`config.mk`:
```
export PLATFORM = sky130hd
export DESIGN_NAME = riscv_isu
export DESIGN_NICKNAME = d
export VERILOG_FILES = /design/src/rtl/riscv_pkg.sv /design/src/rtl/riscv_regfile.sv /design/src/rtl/riscv_isu.sv
export SDC_FILE = /design/constraint.sdc
export NUM_CORES = 2
export LEC_CHECK = 0
export BUFFER_PORTS_ARGS = -buffer_cell sky130_fd_sc_hd__buf_2
export CORE_MARGIN = 8
export CORE_UTILIZATION = 50
export CTS_CLUSTER_SIZE = 28
export DETAILED_ROUTE_END_ITERATION = 16
export GPL_ROUTABILITY_DRIVEN = 0
export PLACE_DENSITY = 0.68
export SYNTH_ARGS = -nofsm -noshare
export SYNTH_HDL_FRONTEND = slang
export SYNTH_SLANG_ARGS = --single-unit
```
`constraint.sdc`:
```
create_clock -name clock -period 10.99 [get_ports clock]
set_input_delay 2.198 -clock clock [delete_from_list [all_inputs] [get_ports clock]]
set_output_delay 2.198 -clock clock [all_outputs]
set_load 0.01 [all_outputs]
```
`src/rtl/riscv_pkg.sv`:
```
// riscv_pkg: shared types for the RISC-V front end.
//   op_e        - decoded operation class
//   idu_t       - decoded instruction handed from decode to issue
//   isu_state_e - issue-stage control state
package riscv_pkg;

    localparam int XLEN  = 32;
    localparam int SEQ_W = 64;

    typedef enum logic [3:0] {
        OP_NOP,
        OP_ADDI,
        OP_ADD,
        OP_LOAD,
        OP_STORE,
        OP_BRANCH,
        OP_JAL,
        OP_FENCE
    } op_e;

    typedef struct packed {
        logic [SEQ_W-1:0] seq;
        logic [XLEN-1:0]  addr;
        logic [XLEN-1:0]  addr_next;
        logic [4:0]       rd;
        logic [4:0]       rs1;
        logic [4:0]       rs2;
        logic [XLEN-1:0]  immed;
        op_e              op;
        logic [XLEN-1:0]  data;
    } idu_t;

    typedef enum logic {
        IDLE,
        WAIT
    } isu_state_e;

endpackage

```
`src/rtl/riscv_regfile.sv`:
```
// riscv_regfile: 32 x 32-bit architectural register file.
//   clock, reset     - clock and synchronous active-high reset (clears all registers)
//   we/waddr/wdata   - single write port, writes to x0 are discarded
//   raddr1/rdata1    - asynchronous read port 1
//   raddr2/rdata2    - asynchronous read port 2
// A write in progress is forwarded to a matching read in the same cycle,
// so callers always see the value that will exist after this edge.
module riscv_regfile
    import riscv_pkg::*;
(
    input  logic            clock,
    input  logic            reset,
    input  logic            we,
    input  logic [4:0]      waddr,
    input  logic [XLEN-1:0] wdata,
    input  logic [4:0]      raddr1,
    input  logic [4:0]      raddr2,
    output logic [XLEN-1:0] rdata1,
    output logic [XLEN-1:0] rdata2
);

    logic [XLEN-1:0] regs [32];

    always_ff @(posedge clock) begin
        if (reset) begin
            for (int i = 0; i < 32; i++) begin
                regs[i] <= '0;
            end
        end else if (we && (waddr != 5'd0)) begin
            regs[waddr] <= wdata;
        end
    end

    always_comb begin
        rdata1 = '0;
        if (raddr1 != 5'd0) begin
            rdata1 = (we && (waddr == raddr1)) ? wdata : regs[raddr1];
        end
    end

    always_comb begin
        rdata2 = '0;
        if (raddr2 != 5'd0) begin
            rdata2 = (we && (waddr == raddr2)) ? wdata : regs[raddr2];
        end
    end

endmodule

```
`src/rtl/riscv_isu.sv`:
```
// riscv_isu: in-order issue stage feeding the execute control stage.
//   clock, reset            - clock and synchronous active-high reset
//   in_vld/in_rdy/in_idu    - decoded instruction input (FIFO push side)
//   exu_vld/exu_idu         - registered one-cycle issue strobe and instruction
//   exu_rs1_data/rs2_data   - registered source operands
//   exu_done                - execute finished the outstanding instruction
//   wb_en/wb_rd/wb_data     - register writeback, qualified by exu_done
//   flush/flush_seq         - discard every instruction with seq >= flush_seq
//   hang                    - one-cycle pulse when execute never answered
module riscv_isu
    import riscv_pkg::*;
#(
    parameter int DEPTH      = 2,
    parameter int HANG_LIMIT = 16
) (
    input  logic             clock,
    input  logic             reset,
    input  logic             in_vld,
    output logic             in_rdy,
    input  idu_t             in_idu,
    output logic             exu_vld,
    output idu_t             exu_idu,
    output logic [XLEN-1:0]  exu_rs1_data,
    output logic [XLEN-1:0]  exu_rs2_data,
    input  logic             exu_done,
    input  logic             wb_en,
    input  logic [4:0]       wb_rd,
    input  logic [XLEN-1:0]  wb_data,
    input  logic             flush,
    input  logic [SEQ_W-1:0] flush_seq,
    output logic             hang
);

    localparam int PTR_W  = $clog2(DEPTH);
    localparam int CNT_W  = PTR_W + 1;
    localparam int HANG_W = $clog2(HANG_LIMIT + 1);

    localparam logic [CNT_W-1:0]  DEPTH_C   = CNT_W'(DEPTH);
    localparam logic [HANG_W-1:0] HANG_LAST = HANG_W'(HANG_LIMIT - 1);

    idu_t               mem [DEPTH];
    logic [PTR_W-1:0]   wr_ptr;
    logic [PTR_W-1:0]   rd_ptr;
    logic [CNT_W-1:0]   count;
    logic [CNT_W-1:0]   kept;
    logic [PTR_W-1:0]   wr_addr;
    logic               push;
    logic               fifo_pop;
    logic               hang_expire;
    logic               wb_we;
    idu_t               head;
    logic [XLEN-1:0]    rs1_data;
    logic [XLEN-1:0]    rs2_data;
    isu_state_e         state;
    isu_state_e         state_nxt;
    logic [HANG_W-1:0]  hang_cnt;

    assign in_rdy = (count < DEPTH_C) && !reset;
    // A push racing a flush survives only if it is older than the redirect.
    assign push   = in_vld && in_rdy && !(flush && (in_idu.seq >= flush_seq));
    assign head   = mem[rd_ptr];
    assign wb_we  = wb_en && exu_done;

    riscv_regfile u_regfile (
        .clock  (clock),
        .reset  (reset),
        .we     (wb_we),
        .waddr  (wb_rd),
        .wdata  (wb_data),
        .raddr1 (head.rs1),
        .raddr2 (head.rs2),
        .rdata1 (rs1_data),
        .rdata2 (rs2_data)
    );

    // Entries are in seq order, so the survivors of a flush are the leading
    // run of entries (from the head) whose seq is below flush_seq.
    always_comb begin
        logic stop;
        kept = '0;
        stop = 1'b0;
        for (int i = 0; i < DEPTH; i++) begin
            if (!stop && (CNT_W'(i) < count) &&
                (mem[rd_ptr + PTR_W'(i)].seq < flush_seq)) begin
                kept = kept + 1'b1;
            end else begin
                stop = 1'b1;
            end
        end
    end

    assign wr_addr = flush ? (rd_ptr + kept[PTR_W-1:0]) : wr_ptr;

    always_ff @(posedge clock) begin
        if (push) begin
            mem[wr_addr] <= in_idu;
        end
    end

    always_ff @(posedge clock) begin
        if (reset) begin
            wr_ptr <= '0;
            rd_ptr <= '0;
            count  <= '0;
        end else if (flush) begin
            wr_ptr <= wr_addr + PTR_W'(push);
            count  <= kept + CNT_W'(push);
        end else begin
            if (push) begin
                wr_ptr <= wr_ptr + 1'b1;
            end
            if (fifo_pop) begin
                rd_ptr <= rd_ptr + 1'b1;
            end
            count <= count + CNT_W'(push) - CNT_W'(fifo_pop);
        end
    end

    always_ff @(posedge clock) begin
        if (reset) begin
            state <= IDLE;
        end else begin
            state <= state_nxt;
        end
    end

    always_comb begin
        state_nxt = state;
        case (state)
            IDLE: if (fifo_pop) state_nxt = WAIT;
            WAIT: if (exu_done || flush || hang_expire) state_nxt = IDLE;
            default: state_nxt = IDLE;
        endcase
    end

    always_comb begin
        fifo_pop    = 1'b0;
        hang_expire = 1'b0;
        case (state)
            IDLE: fifo_pop = (count != '0) && !flush;
            WAIT: hang_expire = !exu_done && !flush && (hang_cnt == HANG_LAST);
            default: ;
        endcase
    end

    always_ff @(posedge clock) begin
        if (reset || (state_nxt != WAIT) || (state != WAIT)) begin
            hang_cnt <= '0;
        end else begin
            hang_cnt <= hang_cnt + 1'b1;
        end
    end

    // Issue stage boundary: operands and instruction are captured on pop.
    always_ff @(posedge clock) begin
        if (reset) begin
            exu_vld      <= 1'b0;
            exu_idu      <= '0;
            exu_rs1_data <= '0;
            exu_rs2_data <= '0;
            hang         <= 1'b0;
        end else begin
            exu_vld <= fifo_pop;
            hang    <= hang_expire;
            if (fifo_pop) begin
                exu_idu      <= head;
                exu_rs1_data <= rs1_data;
                exu_rs2_data <= rs2_data;
            end
        end
    end

endmodule
```
# Word level (Yosys, flattened, before mapping)
# Memory sizes are Yosys's and may differ from the RTL's. A register that Yosys moved wholly into a read port is not among the register bits.
# Index checks and enable logic that the tools add are counted.
dict set report totals {
  register_bits 287
  ram_bits 1446
  word_cells 97
  in_bits 318
  output_inout_bits 278
  mem_count 2
}
# name words width rd rd_ports_with_merged_regs wr line
set mem_list {}
lappend mem_list {u_regfile.regs 32 32 2 0 32 riscv_regfile.sv:22} ;# logic [XLEN-1:0] regs [32];
lappend mem_list {mem 2 211 2 1 1 riscv_isu.sv:41} ;# idu_t mem [DEPTH];
dict set report classes {
  add_sub_neg 9
  reduce_logical 29
  bitwise 3
  n_lt_le_gt_ge 6
  muxes 27
  n_eq_ne 3
}
# cell count
set ops {}
lappend ops {{2-to-1 mux 32 bit} 5}
lappend ops {{< comparator 64 bit} 2}
lappend ops {{greater-or-equal comparator 64 bit} 1}
lappend ops {{OR reduction 32 bit} 1}
lappend ops {{2-to-1 mux 1 bit} 18}
lappend ops {{nonzero test 5 bit} 3}
lappend ops {{logical AND 1 bit} 14}
lappend ops {{== test 5 bit} 2}
lappend ops {{adder 5 x 1 -> 5 bit (second input constant)} 1}
lappend ops {{== test 5 x 4 -> 1 bit (second input constant)} 1}
lappend ops {{2-to-1 mux 5 bit} 1}
lappend ops {{adder 2 x 1 -> 2 bit} 2}
lappend ops {{logical NOT 1 bit} 4}
lappend ops {{logical OR 1 bit} 4}
lappend ops {{< comparator 1 x 2 -> 1 bit (first input constant)} 2}
lappend ops {{2-to-1 mux 2 bit} 2}
lappend ops {{nonzero test 2 bit} 2}
lappend ops {{NOT 1 bit} 3}
lappend ops {{adder 1 bit} 2}
lappend ops {{adder 1 bit (second input constant)} 2}
lappend ops {{adder 1 x 1 -> 2 bit (second input constant)} 1}
lappend ops {{< comparator 2 bit (second input constant)} 1}
lappend ops {{case mux 1 bit (2 select lines)} 1}
lappend ops {{AND reduction 2 bit} 1}
lappend ops {{subtractor 2 x 1 -> 2 bit} 1}

# Depth between registers and ports, before layout
dict set report depth {
  ltp_word 10
  depth_mapped 20
}

# Cells and area by module
# From an unflattened synthesis, not the netlist that was laid out.
dict set report hier_totals {
  cells_unflattened 6137
  hier_area_um2 84587.4
}
# module cells_per_inst area_each_um2 n_inst seq_area_each_um2
set modules_own_cells {}
lappend modules_own_cells {riscv_regfile 3740 54722.5 1 30749.5}
lappend modules_own_cells {riscv_isu 2397 29864.9 1 18437.7}

# Worst setup path before layout
# No wires, ideal clock.
dict set report synth_path {
  path_kind {input to register}
  start {input port flush_seq[35]}
  end {memory mem[1][0] (netlist name) (enable)}
  arrival_time_ns 9.444
  setup_slack_ns 0.947
  stages 14
  n_path_buf 0
  setup_time_ns 0.599
  path_cell_list {inv_1 > ha_1 > a2111oi_0 > o21ai_0 > o2111ai_1 > a21oi_1 > a2111oi_0 > o21ai_0 > nor4b_1 > ha_1 > xnor2_1 > a21o_1 > inv_1 > ha_1}
}
dict set report synth_via {
  elab_chain_cells 7
}
# element line
set synth_lines {}
lappend synth_lines {{start, declared} riscv_isu.sv:30} ;# input logic [SEQ_W-1:0] flush_seq,
lappend synth_lines {{< comparator 64 bit} riscv_isu.sv:84} ;# (mem[rd_ptr + PTR_W'(i)].seq < flush_seq)) begin
lappend synth_lines {{logical AND 1 bit} riscv_isu.sv:83} ;# if (!stop && (CNT_W'(i) < count) &&
lappend synth_lines {{2-to-1 mux 1 bit / logical AND 1 bit (equally long branches)} riscv_isu.sv:83}
lappend synth_lines {{adder 1 x 1 -> 2 bit / logical AND 1 bit (equally long branches)} {riscv_isu.sv:85, riscv_isu.sv:83}}
lappend synth_lines {{2-to-1 mux 2 bit} riscv_isu.sv:83}
lappend synth_lines {{adder 1 bit} riscv_isu.sv:92} ;# assign wr_addr = flush ? (rd_ptr + kept[PTR_W-1:0]) : wr_ptr;
lappend synth_lines {{2-to-1 mux 1 bit} riscv_isu.sv:92}
lappend synth_lines {{end, declared} riscv_isu.sv:41}
# Parallel ways exist; a longest one is shown, timed or not.

# Final worst setup path
dict set report layout_path {
  start {register rd_ptr}
  end {memory mem[1][46] (netlist name) (enable)}
}
dict set report layout_via {
  elab_chain_cells 7
}
# element line
set layout_lines {}
lappend layout_lines {{start, declared} riscv_isu.sv:43} ;# logic [PTR_W-1:0] rd_ptr;
lappend layout_lines {{start signal, assigned} riscv_isu.sv:113} ;# rd_ptr <= rd_ptr + 1'b1;
lappend layout_lines {{adder 1 bit} riscv_isu.sv:84}
lappend layout_lines {{memory (2 x 211 bit)} n/a}
lappend layout_lines {{< comparator 64 bit} riscv_isu.sv:84}
lappend layout_lines {{logical AND 1 bit} riscv_isu.sv:83}
lappend layout_lines {{2-to-1 mux 2 bit} riscv_isu.sv:83}
lappend layout_lines {{adder 1 bit (*)} riscv_isu.sv:92}
lappend layout_lines {{2-to-1 mux 1 bit (*)} riscv_isu.sv:92}
# Every way passes the cells marked *; elsewhere a longest branch is shown, timed or not.

==> flow_summary_export.csv <==
group,metric,value,unit
logic_synthesis,ys_ff_latch,1734,
sta,setup-tns-final,0,ps
critical_path,worst_ep_required_time,11450,ps
sta,hold_ws,454.1,ps
pwr,power.density,225.8,nW/um^2
finish,fin_cells,10685,
drt,firstDrtPassIters,8,
critical_path,cp_slowest_cell,"dfxtp_2",
status,violations,"max-capacitance violations, max-slew violations",
clocking,clk_pin_slew,60,ps
critical_path,path_cells,"buf_4, mux2_2, ha_1, nand4_1, nor4_1, nand3_1, o221ai_1, nor3_1, o21ai_0, nor4b_1, ha_1, xnor2_1, a21o_1, inv_1, ha_4, buf_12",
critical_path,ff2ff_setup_slack,3740,ps
grt,grt_pass1_wl,468200,microns
logic_synthesis,avgSynthCellArea,10.59,sq um
finish,num-fill-cells,14297,
logic_synthesis,ys_seq_area_share,57.45,%
finish,ff_latch_area,49190,sq um
logic_synthesis,ys.flop_type,"edfxtp_1",
sta,fin_crit_sh,66.01,%
die,rows,152,
critical_path,cp_top_family,"adder cells",
placement,port_buffers,595,
die,fp.coreArea,170800,sq um
pwr,leakagePower,34.96,nW
finish,syn_to_final_growth,12.04,%
critical_path,crit_type,"reg -> reg",
pwr,irDropWorstVdd,197.1,uV
status,status,"finished with violations",
placement,dp_hpwl,184400,microns
drt,vias,71980,
clocking,cts_buffers,184,
logic_synthesis,synth_top_area_share,50.71,%
logic_synthesis,synth-edff-count,1446,
logic_synthesis,synth_top_area_cell,"edfxtp_1",
job,max-cap-violations,1,
die,die_w,429.8,microns
clocking,insertion_delay,880,ps
grt,grt_overflow,0,
clocking,cts.path.max_buffers,3,
clocking,cts_sinks,1734,
sta,slew_headroom,-1.594,%
min_path,min_to,"exu_idu[174]",
min_path,hold_path_depth,2,
logic_synthesis,synth.most_common_cell,"nand2_1",
logic_synthesis,yosysWarnings,0,
clocking,cts_hold_buf,0,
die,start_util,50.13,%
logic_synthesis,ys_top_cells_by_count,"nand2_1, edfxtp_1, nor3_1, nand3_1, clkbuf_1",
logic_synthesis,async_flop_share,0,%
sta,fin_ws,3736,ps
sta,report.final.hold_viol_count,0,
placement,pre_cts_slack,3516,ps
die,die_area,184700,sq um
critical_path,reg2reg_from,"rd_ptr",
logic_synthesis,synthDistinctLibCells,75,
sta,setup_viol,0,
critical_path,r2r_cells,16,
sta,report.final.slew_viol_count,2,
drt,routedWlPerCell,30.63,microns
drt,vias_per_cell,6.737,
clocking,cts_tree,"yes",
critical_path,max_stage_delay,940,ps
finish,nets,8776,
drt,drt_iter0_drc,12223,
critical_path,worstPathMaxFanout,159,
grt,grt_pass1_vias,70396,
logic_synthesis,synth_cells,8083,
sta,fmax,0.1378,GHz
logic_synthesis,synthesis.area,85620,sq um
critical_path,crit_buf_inv,3,
critical_path,cp_num_cells,16,
die,die_h,429.8,microns
sta,skew,40.22,ps
finish,multiInputGateArea,33470,sq um
sta,rsz0062_at_grt,"false",
placement,dp_cells,10307,
drt,drc_errors,0,
grt,antenna_found_initial,72,
clocking,cts_resized,0,
critical_path,start_kind,"register",
sta,fin_crit,7254,ps
clocking,post_cts_buffers,0,
min_path,hold_class,"reg -> reg",
critical_path,worstSetupEndpointType,"register",
drt,detail-route-antenna-nets,0,
logic_synthesis,synthTopCellsByArea,"edfxtp_1, nand2_1, dfxtp_1, mux2i_1, nor3_1",
die,top_level_ports,596,
drt,drt_wl_total,327300,microns
sta,worst_pin_slew,1508,ps
grt,grt_use_total,33.80,%
min_path,hp-start,"exu_idu[174]",
finish,drive_above_1_share,14.78,%
clocking,cts_root_buffer,"clkbuf_16",
critical_path,crit_arrival,7720,ps
critical_path,r2r-end,"mem[1][46]",
clocking,cts.htree.levels,4,
grt,grt_start_max_net_pins,230,
critical_path,crit_top_cell,"ha_1",
-- logic make-up (layout without fill, tap and decap cells) --
| kind of cell | after synthesis | count (layout) | share of synthesized area, % |
|---|---|---|---|
| flip-flops | 1734 | 1734 | 57.45 |
| buffers and inverters | 842 | 1147 | 4.055 |
| AO/OA/AOI/OAI | 921 | 921 | 6.914 |
| AND/OR/NAND/NOR | 3757 | 3757 | 20.26 |
| adder cells (fa/ha/maj) | 198 | 198 | 2.902 |
| XOR/XNOR | 17 | 17 | 0.1739 |
| multiplexers | 613 | 613 | 8.239 |
| other | 1 | 65 | 0.004380 |
-- layer usage --
layer  vias up  share of wire, %  GRT usage [%]  wire, microns
met5         -             0.089              0            292
met4        44               7.8          21.73          25420
met3      1491                15          11.29          49010
met2      6019                43          50.68         140600
met1     34421                34          41.96         112000
li1      30005                 -              -              -
-- through the flow --
stage               area, sq um  utilization (%)  power, mW
detailed placement        89740            52.55      15.19
CTS                       95840            56.12      21.41
global route              95870            56.14      22.30
global placement          89740            52.55      15.06
floorplan                 85740                -      12.78
finish                    95920            56.17      21.66
-- worst max-delay path by stage --
| stage | to | slack (ps) | from |
|---|---|---|---|
| 6_report | mem[1][46] | 3740 | rd_ptr |
| 5_1_grt | mem[1][74] | 3500 | register |
| 4_1_cts | mem[1][74] | 3910 | register |
| 3_5_place_dp | mem[1][48] | 3520 | flush_seq[31] |
| 3_3_place_gp | mem[1][48] | 3560 | flush_seq[31] |
| 2_1_floorplan | mem[1][0] | 950 | flush_seq[35] |
-- area by class of cell --
| type | instances | share of cell area (%) |
|---|---|---|
| Clock buffer | 264 | 5.433 |
| Inverter | 104 | 0.4148 |
| Clock inverter | 81 | 0.9287 |
| Tap cell | 2233 | 2.913 |
| Timing Repair Buffer | 698 | 4.051 |
| Sequential cell | 1734 | 51.28 |
| Antenna cell | 33 | 0.08609 |
| Multi-Input combinational cell | 5538 | 34.89 |
-- where the power goes --
| part | internal (mW) | switching (mW) |
|---|---|---|
| sequential | 7.95 | 0.476 |
| combinational | 2.19 | 4.74 |
| clock | 3.56 | 2.75 |
-- placed cells by master, fill, tap and decap left out, types with 103 or more instances in the layout --
cell / Yosys / final
edfxtp_1: 1446 / 1446
nor2_1: 248 / 247
buf_2: 186 / 594
nor3_1: 713 / 713
mux2_2: 133 / 131
clkbuf_16: 0 / 189
a21oi_1: 308 / 307
inv_1: 104 / 103
a211oi_1: 163 / 163
nor4_1: 174 / 174
o22ai_1: 109 / 109
ha_1: 197 / 195
nand3_1: 691 / 689
nand2_1: 1545 / 1539
and2_1: 214 / 212
dfxtp_1: 288 / 286
mux2i_1: 418 / 414
-- worst register-to-register path: stages (launching register included) --
cell and delay (ps):
dfxtp_2 940, buf_4 590, mux2_2 430, ha_1 320, nand4_1 150, nor4_1 710
nand3_1 160, o221ai_1 390, nor3_1 160, o21ai_0 430, nor4b_1 130, ha_1 330
xnor2_1 140, a21o_1 250, inv_1 100, ha_4 680, buf_12 630
-- state kept, by name, indices dropped and copies added (netlist names), 2 cells and up, named ones only --
register        count
exu_idu           211
mem               422
hang_cnt            5
count               2
u_regfile.regs   1024
exu_rs1_data       32
exu_rs2_data       32
Power figures use the tool's default switching activity.
